--- config.mk ---
export PLATFORM = sky130hd
export DESIGN_NAME = lcd_line_fetch
export DESIGN_NICKNAME = d
export VERILOG_FILES = /design/src/rtl/lcd_line_fetch_pkg.sv /design/src/rtl/lcd_fb_addr_gen.sv /design/src/rtl/lcd_line_fetch.sv
export SDC_FILE = /design/constraint.sdc
export NUM_CORES = 1
export LEC_CHECK = 0
export BUFFER_PORTS_ARGS = -buffer_cell sky130_fd_sc_hd__buf_4
export CORE_MARGIN = 8
export CORE_UTILIZATION = 45
export CTS_CLUSTER_SIZE = 12
export DETAILED_ROUTE_END_ITERATION = 10
export GPL_TIMING_DRIVEN = 0
export PLACE_DENSITY = 0.76
export SKIP_LAST_GASP = 1
export SYNTH_ARGS = -nofsm -noshare
export SYNTH_HDL_FRONTEND = slang
export SYNTH_SLANG_ARGS = --single-unit
export TNS_END_PERCENT = 50
--- constraint.sdc ---
create_clock -name CLK -period 2.6 [get_ports CLK]
set_clock_uncertainty 0.15 [all_clocks]
set_input_delay 0.26 -clock CLK [delete_from_list [all_inputs] [get_ports CLK]]
set_output_delay 0.26 -clock CLK [all_outputs]
set_load 0.02 [all_outputs]
--- src/rtl/lcd_line_fetch_pkg.sv ---
// Shared types for the LCD line-prefetch DMA.
// Fetch FSM encoding and RGB565 field layout.
package lcd_line_fetch_pkg;

    typedef enum logic [2:0] {
        S_IDLE,
        S_REQ,
        S_WAIT_LO,
        S_WAIT_HI,
        S_WR,
        S_DONE
    } fetch_state_t;

    localparam int RGB_R_MSB = 15;
    localparam int RGB_R_LSB = 11;
    localparam int RGB_G_MSB = 10;
    localparam int RGB_G_LSB = 5;
    localparam int RGB_B_MSB = 4;
    localparam int RGB_B_LSB = 0;

    function automatic logic [4:0] rgb565_r(input logic [15:0] px);
        return px[RGB_R_MSB:RGB_R_LSB];
    endfunction

    function automatic logic [5:0] rgb565_g(input logic [15:0] px);
        return px[RGB_G_MSB:RGB_G_LSB];
    endfunction

    function automatic logic [4:0] rgb565_b(input logic [15:0] px);
        return px[RGB_B_MSB:RGB_B_LSB];
    endfunction

endpackage

--- src/rtl/lcd_fb_addr_gen.sv ---
// Line/word counters and framebuffer address generator.
// o_addr_nxt is the address of the word the counter moves to this cycle.
module lcd_fb_addr_gen #(
    parameter logic [31:0] FB_BASE = 32'h0000_0000,
    parameter int          WIDTH   = 1024,
    parameter int          HEIGHT  = 600,
    parameter int          LB_AW   = 9
) (
    input  logic             i_clk,
    input  logic             i_rst_n,
    input  logic             i_frame_clr,
    input  logic             i_line_inc,
    input  logic             i_word_clr,
    input  logic             i_word_inc,
    output logic [LB_AW-1:0] o_word,
    output logic             o_last_word,
    output logic [31:0]      o_addr_nxt
);

    localparam int LN_W = (HEIGHT > 1) ? $clog2(HEIGHT) : 1;
    localparam logic [LB_AW-1:0] LAST_WORD  = LB_AW'(WIDTH / 2 - 1);
    localparam logic [LN_W-1:0]  LAST_LINE  = LN_W'(HEIGHT - 1);
    localparam logic [31:0]      LINE_BYTES = 32'(WIDTH * 2);

    logic [LN_W-1:0]  r_line;
    logic [LB_AW-1:0] r_word;
    logic [LB_AW-1:0] w_word_nxt;

    // Next word index: cleared at line start, stepped after each write.
    always_comb begin
        w_word_nxt = r_word;
        if (i_word_clr) begin
            w_word_nxt = '0;
        end else if (i_word_inc) begin
            w_word_nxt = r_word + 1'b1;
        end
    end

    // Line counter wraps at the bottom of the frame; word follows w_word_nxt.
    always_ff @(posedge i_clk or negedge i_rst_n) begin
        if (!i_rst_n) begin
            r_line <= '0;
            r_word <= '0;
        end else begin
            r_word <= w_word_nxt;
            if (i_frame_clr) begin
                r_line <= '0;
            end else if (i_line_inc) begin
                r_line <= (r_line == LAST_LINE) ? '0 : r_line + 1'b1;
            end
        end
    end

    assign o_word      = r_word;
    assign o_last_word = (r_word == LAST_WORD);
    assign o_addr_nxt  = FB_BASE + 32'(r_line) * LINE_BYTES
                       + (32'(w_word_nxt) << 2);

endmodule

--- src/rtl/lcd_line_fetch.sv ---
// PSRAM-to-line-buffer prefetch DMA for the LCD timing generator.
// One read per word; completion is ready going low then high again.
module lcd_line_fetch
    import lcd_line_fetch_pkg::*;
#(
    parameter logic [31:0] FB_BASE = 32'h0000_0000,
    parameter int          WIDTH   = 1024,
    parameter int          HEIGHT  = 600,
    parameter int          LB_AW   = 9
) (
    input  logic             CLK,
    input  logic             nRST,
    input  logic             frame_start,
    input  logic             line_req,
    output logic             mem_valid,
    output logic [31:0]      mem_addr,
    output logic [31:0]      mem_wdata,
    output logic [3:0]       mem_wstrb,
    input  logic [31:0]      mem_rdata,
    input  logic             mem_ready,
    output logic             lb_we,
    output logic [LB_AW:0]   lb_waddr,
    output logic [31:0]      lb_wdata,
    output logic             busy,
    output logic             line_done,
    output logic             cur_bank,
    output logic             overrun
);

    fetch_state_t     r_state;
    logic             r_abort;
    logic             r_wr_bank;
    logic             r_mem_valid;
    logic [31:0]      r_mem_addr;
    logic             r_lb_we;
    logic [LB_AW:0]   r_lb_waddr;
    logic [31:0]      r_lb_wdata;
    logic             r_busy;
    logic             r_line_done;
    logic             r_cur_bank;
    logic             r_overrun;

    logic             w_abort;
    logic             w_start;
    logic             w_next;
    logic             w_frame_clr;
    logic             w_line_inc;
    logic             w_last;
    logic [LB_AW-1:0] w_word;
    logic [31:0]      w_addr_nxt;

    assign w_abort     = r_abort | frame_start;
    assign w_start     = (r_state == S_IDLE) & line_req & ~frame_start;
    assign w_next      = (r_state == S_WR) & ~w_abort & ~w_last;
    assign w_line_inc  = (r_state == S_DONE) & ~frame_start;
    assign w_frame_clr = ((r_state == S_IDLE) & frame_start)
                       | ((r_state == S_WR) & w_abort)
                       | ((r_state == S_DONE) & frame_start);

    lcd_fb_addr_gen #(
        .FB_BASE (FB_BASE),
        .WIDTH   (WIDTH),
        .HEIGHT  (HEIGHT),
        .LB_AW   (LB_AW)
    ) u_addr (
        .i_clk       (CLK),
        .i_rst_n     (nRST),
        .i_frame_clr (w_frame_clr),
        .i_line_inc  (w_line_inc),
        .i_word_clr  (w_start),
        .i_word_inc  (w_next),
        .o_word      (w_word),
        .o_last_word (w_last),
        .o_addr_nxt  (w_addr_nxt)
    );

    // Handshake FSM with all outputs registered; later assignments win.
    always_ff @(posedge CLK or negedge nRST) begin
        if (!nRST) begin
            r_state     <= S_IDLE;
            r_abort     <= 1'b0;
            r_wr_bank   <= 1'b0;
            r_mem_valid <= 1'b0;
            r_mem_addr  <= '0;
            r_lb_we     <= 1'b0;
            r_lb_waddr  <= '0;
            r_lb_wdata  <= '0;
            r_busy      <= 1'b0;
            r_line_done <= 1'b0;
            r_cur_bank  <= 1'b0;
            r_overrun   <= 1'b0;
        end else begin
            r_mem_valid <= 1'b0;
            r_lb_we     <= 1'b0;
            r_line_done <= 1'b0;
            if (line_req && r_state != S_IDLE) begin
                r_overrun <= 1'b1;
            end
            unique case (r_state)
                S_IDLE: begin
                    if (frame_start) begin
                        r_wr_bank  <= 1'b0;
                        r_cur_bank <= 1'b0;
                        r_overrun  <= 1'b0;
                    end else if (line_req) begin
                        r_busy      <= 1'b1;
                        r_mem_valid <= 1'b1;
                        r_mem_addr  <= w_addr_nxt;
                        r_state     <= S_REQ;
                    end
                end
                S_REQ: begin
                    if (frame_start) r_abort <= 1'b1;
                    r_state <= S_WAIT_LO;
                end
                S_WAIT_LO: begin
                    if (frame_start) r_abort <= 1'b1;
                    if (!mem_ready) r_state <= S_WAIT_HI;
                end
                S_WAIT_HI: begin
                    if (frame_start) r_abort <= 1'b1;
                    if (mem_ready) begin
                        if (!w_abort) begin
                            r_lb_we    <= 1'b1;
                            r_lb_waddr <= {r_wr_bank, w_word};
                            r_lb_wdata <= mem_rdata;
                        end
                        r_state <= S_WR;
                    end
                end
                S_WR: begin
                    if (w_abort) begin
                        r_abort    <= 1'b0;
                        r_wr_bank  <= 1'b0;
                        r_cur_bank <= 1'b0;
                        r_overrun  <= 1'b0;
                        r_busy     <= 1'b0;
                        r_state    <= S_IDLE;
                    end else if (w_last) begin
                        r_line_done <= 1'b1;
                        r_cur_bank  <= r_wr_bank;
                        r_wr_bank   <= ~r_wr_bank;
                        r_busy      <= 1'b0;
                        r_state     <= S_DONE;
                    end else begin
                        r_mem_valid <= 1'b1;
                        r_mem_addr  <= w_addr_nxt;
                        r_state     <= S_REQ;
                    end
                end
                S_DONE: begin
                    if (frame_start) begin
                        r_wr_bank  <= 1'b0;
                        r_cur_bank <= 1'b0;
                        r_overrun  <= 1'b0;
                    end
                    r_state <= S_IDLE;
                end
                default: r_state <= S_IDLE;
            endcase
        end
    end

    assign mem_valid = r_mem_valid;
    assign mem_addr  = r_mem_addr;
    assign mem_wdata = 32'h0;
    assign mem_wstrb = 4'h0;
    assign lb_we     = r_lb_we;
    assign lb_waddr  = r_lb_waddr;
    assign lb_wdata  = r_lb_wdata;
    assign busy      = r_busy;
    assign line_done = r_line_done;
    assign cur_bank  = r_cur_bank;
    assign overrun   = r_overrun;

endmodule

==> impl.org <==
** Synth
- In this run the cell area of the synthesized design comes to 4260 µm².
- Fraction of the yosys area taken by sequential cells :: 0.535
- Post-Syn Area per Cell :: 12.2 µm²
- Number of standard cells after synthesis :: 350
- After synthesis the netlist holds a flip-flop and latch count of 91.
- During synthesis, Yosys emitted a total of 0 warnings.
- Count of unique library cells instantiated by Yosys :: 51

** GRT
- For this run, the total global-route usage over all layers was measured as 0.163.
- The first global-routing pass estimated 16,900 µm of wire.
- Global routing finished with a remaining overflow of 0.
- Pin count of the biggest net entering global routing :: 92
- The via count of the first global-routing pass is 3,417.
- Antenna violations before repair :: 0

** Route
- Detailed-routing iteration count for the pre-antenna-repair pass :: 4
- Number of nets with antenna violations after detailed routing :: 0
- In the final routed layout, each cell accounts on average for 15.5 µm.
- Total wire length after detailed routing :: 10,300 µm
- For this block, the initial DRC count from the detailed router was between 90 and 100.
- Using the TritonRoute via totals, the vias-per-cell ratio works out to 4.81.
- For this run, design rule violations remaining after detail routing come to 0.
- Total number of vias :: 3,191

** Floorplan
- The initial utilization of the core area, before any placement, comes to 0.463.
- In this run the core area contains 35 standard-cell rows.
- DIE AREA :: 12,800 µm²
- The die is 113 µm tall.
- I/O Pins :: 153
- Standard cell core area :: 9200 µm²
- From left edge to right edge, the die measures about 110 µm.

** Power
- The completed layout was analyzed and its total power is roughly 0.0044 W.
- In this run the static leakage power is 3.13 nW.
- For this design the ratio of total power to cell area is 742 nW/µm².
- Peak supply drop :: around 0.37 mV

** Run
- The tool flagged a number of max-cap violations equal to 0.

** Setup path
- Required @ worst endpoint :: 2690 ps
- R2R Path Start :: u_addr.o_word[1]
- Among cell families on the critical path, the largest total delay comes from simple AND/OR/NAND/NOR gates.
- The slowest stage of the critical path is the sky130_fd_sc_hd__dfrtp_1 cell.
- For flop-to-flop paths, the worst setup slack is 150 ps.
- The worst setup path is launched from a register.
- Number of buffers and inverters on the critical path :: 1
- The worst setup path is captured at a register.
- Measured in cells, the most critical reg-to-reg path has a length of 10.
- Critical setup path kind :: register to register
- Data arrives at the worst endpoint at 2540 ps.
- In this design, the stage delay of the slowest critical-path cell is 410 ps.
- Startpoint of the most critical setup path :: u_addr.o_word[1]
- In this run the worst path has a maximum fanout of 10.
- Walking the worst path, the cells encountered are ha_2 -> nand3_2 -> nor2_2 -> and3_1 -> ha_1 -> nand2b_4 -> nor2_8 -> nor2_4 -> buf_6 -> mux2_4.
- In this run the critical register-to-register path is captured at mem_addr[17].

** Layout
- At the end of the flow, the number of nets in the layout was 586.
- Of the cells placed in the final design, the portion with a size suffix greater than 1 is 0.446.
- Area overhead of the layout relative to synthesis :: 39.9%
- Number of fill cells :: 729
- At the end of the flow the core is filled with cells to 0.647.

** Hold path
- Type of the worst min-delay path :: input port to asynchronous set/reset pin

** Timing
- Highest attainable clock frequency :: 408 MHz
- Minimum period implied by the final worst setup slack :: 2450 ps
- Worst slew slack as a fraction of its limit :: 0.251
- RSZ-0062 raised after global routing :: no
- In the final timing run, aggregate negative setup slack is 0 ps.
- Final period util :: 0.944
- The count of final hold-check violations is 43.
- The max-slew violation total from the final report was 0.
- Setup violations remaining at the end of the flow were counted as 0.
- For the pin with the worst max-slew slack, the measured transition is roughly 1100 ps.
- Hold Slack :: -35.2 ps

** Clocking
- Clock transition at the register clock pins on the worst setup and hold paths after CTS :: 90 ps
- Clk root buf :: sky130_fd_sc_hd__clkbuf_8
- Clock latency at the later pin of the worst-skew pair :: 350 ps
- CTS max path bufs :: 2
- In this run, CTS created clock tree buffers numbering 9.
- TritonCTS built the clock tree.
- Clock Sink Count :: 91
- The clock tree synthesis step divided the H-tree into 3 levels.

** Run status
- The checks that failed: hold timing.
- The run finished, with violations left.

** Placement
- Summed over all nets, the half-perimeter wirelength after detailed placement is roughly 7400 µm.
- RePlAce Congestion :: 0.850
- In this run the tool buffered the top-level ports with 102 buffer cells.
==> cell families after synthesis <==
logic type / synth area share
AO/OA/AOI/OAI: 0.0735
XOR/XNOR: 0.0247
adder cells (fa/ha/maj): 0.00882
buffers and inverters: 0.115
flip-flops: 0.535
multiplexers: 0.144
other: 0.000881
AND/OR/NAND/NOR: 0.0979
==> area by class of cell <==
type	count	area [µm²]	share of cell area
Antenna cell	1	2.50	0.000420
Sequential cell	91	2280	0.382
Clock buffer	11	151	0.0254
Clock inverter	5	85.1	0.0143
Multi-Input combinational cell	238	1690	0.283
Timing Repair Buffer	137	1120	0.189
Buffer	62	464	0.0780
Tap cell	111	139	0.0233
Inverter	7	26.3	0.00441
==> layout by cell type, fill, tap and decap left out, drive strengths merged, types with 3 or more instances in the layout <==
master and count:
o31ai 4, xnor2 8, o21ai 10, nand3 9, dfrtp 91, a22o 5, conb 49, nor3 4
ha 3, or3 5, buf 162, nor4 4, inv 7, a21oi 15, nor2 14, dlygate4sd3 33
or4 5, xor2 4, nand2 19, clkbuf 15, mux2 53
==> state kept, by name, indices dropped and copies added (netlist names), 3 cells and up <==
register       count
u_addr.o_word      9
mem_addr          19
lb_waddr          10
lb_wdata          32
r_state            3
u_addr.r_line     10
==> Yosys cell counts, drive strengths merged <==
library cell / instances / area share
a2111o: 1 / 0.0026
mux2: 53 / 0.14
nor2: 14 / 0.018
nor3: 4 / 0.0047
conb: 1 / 0.00088
a21o: 1 / 0.0021
clkbuf: 4 / 0.0062
and4b: 1 / 0.0024
nand2b: 2 / 0.0047
nor2b: 1 / 0.0015
o31ai: 4 / 0.0071
a31oi: 2 / 0.0029
dfrtp: 91 / 0.54
o2bb2ai: 2 / 0.0041
and3: 2 / 0.0029
nor3b: 1 / 0.0018
xnor2: 8 / 0.016
or4: 5 / 0.0088
o21ai: 10 / 0.013
nor4b: 1 / 0.0021
o21bai: 1 / 0.0018
nor4: 4 / 0.0074
and3b: 1 / 0.0021
a22o: 5 / 0.010
o21a: 1 / 0.0018
buf: 58 / 0.10
a211o: 1 / 0.0021
o22ai: 2 / 0.0029
nand3: 9 / 0.011
and2b: 1 / 0.0018
or3: 5 / 0.0079
nand2: 19 / 0.017
inv: 7 / 0.0062
a21oi: 15 / 0.018
a31o: 1 / 0.0021
xor2: 4 / 0.0082
a211oi: 2 / 0.0035
nand3b: 1 / 0.0018
ha: 3 / 0.0088
nand4: 2 / 0.0029
==> repair_timing <==
action,in CTS,in global routing
endpoints found under the setup margin,18,21
gates resized for setup,1,4
endpoints found under the hold margin,33,0
setup buffers,2,0
pin swaps,1,0
gates cloned,0,0
hold buffers,33,0
==> power by group <==
group,switching (W),total [W],internal [W]
Sequential,0.000184,0.00186,0.00168
Clock,0.000505,0.00110,0.000598
Combinational,0.000769,0.00145,0.000683
==> how the worst max path moves through the flow <==
stage / end / slack, ps / cells past startpoint
final: mem_addr[17] / 150 / 10
after global routing: mem_addr[19] / 20 / 10
after CTS: mem_addr[17] / 30 / 10
after detailed placement: mem_addr[17] / -240 / 10
after global placement: mem_addr[20] / -220 / 10
after floorplan: mem_addr[17] / 120 / 10
==> per-layer routing <==
layer / part of all wire / GRT usage / vias up
li1: - / - / 1525
met1: 0.38 / 0.175 / 1562
met2: 0.54 / 0.290 / 98
met3: 0.072 / 0.0580 / 6
met4: 0.0073 / 0.0560 / 0
met5: 0 / 0 / -
==> per-stage QoR <==
stage	instances	area (µm²)	setup WS (ps)	hold WS [ps]
floorplan	398	4440	122	-186
global placement	611	5340	-218	340
detailed placement	611	5340	-238	336
CTS	662	5940	26.7	17.4
global route	662	5950	20.0	68.7
finish	663	5950	146	-35.2
Note: power is estimated with default switching activity, not from simulation.
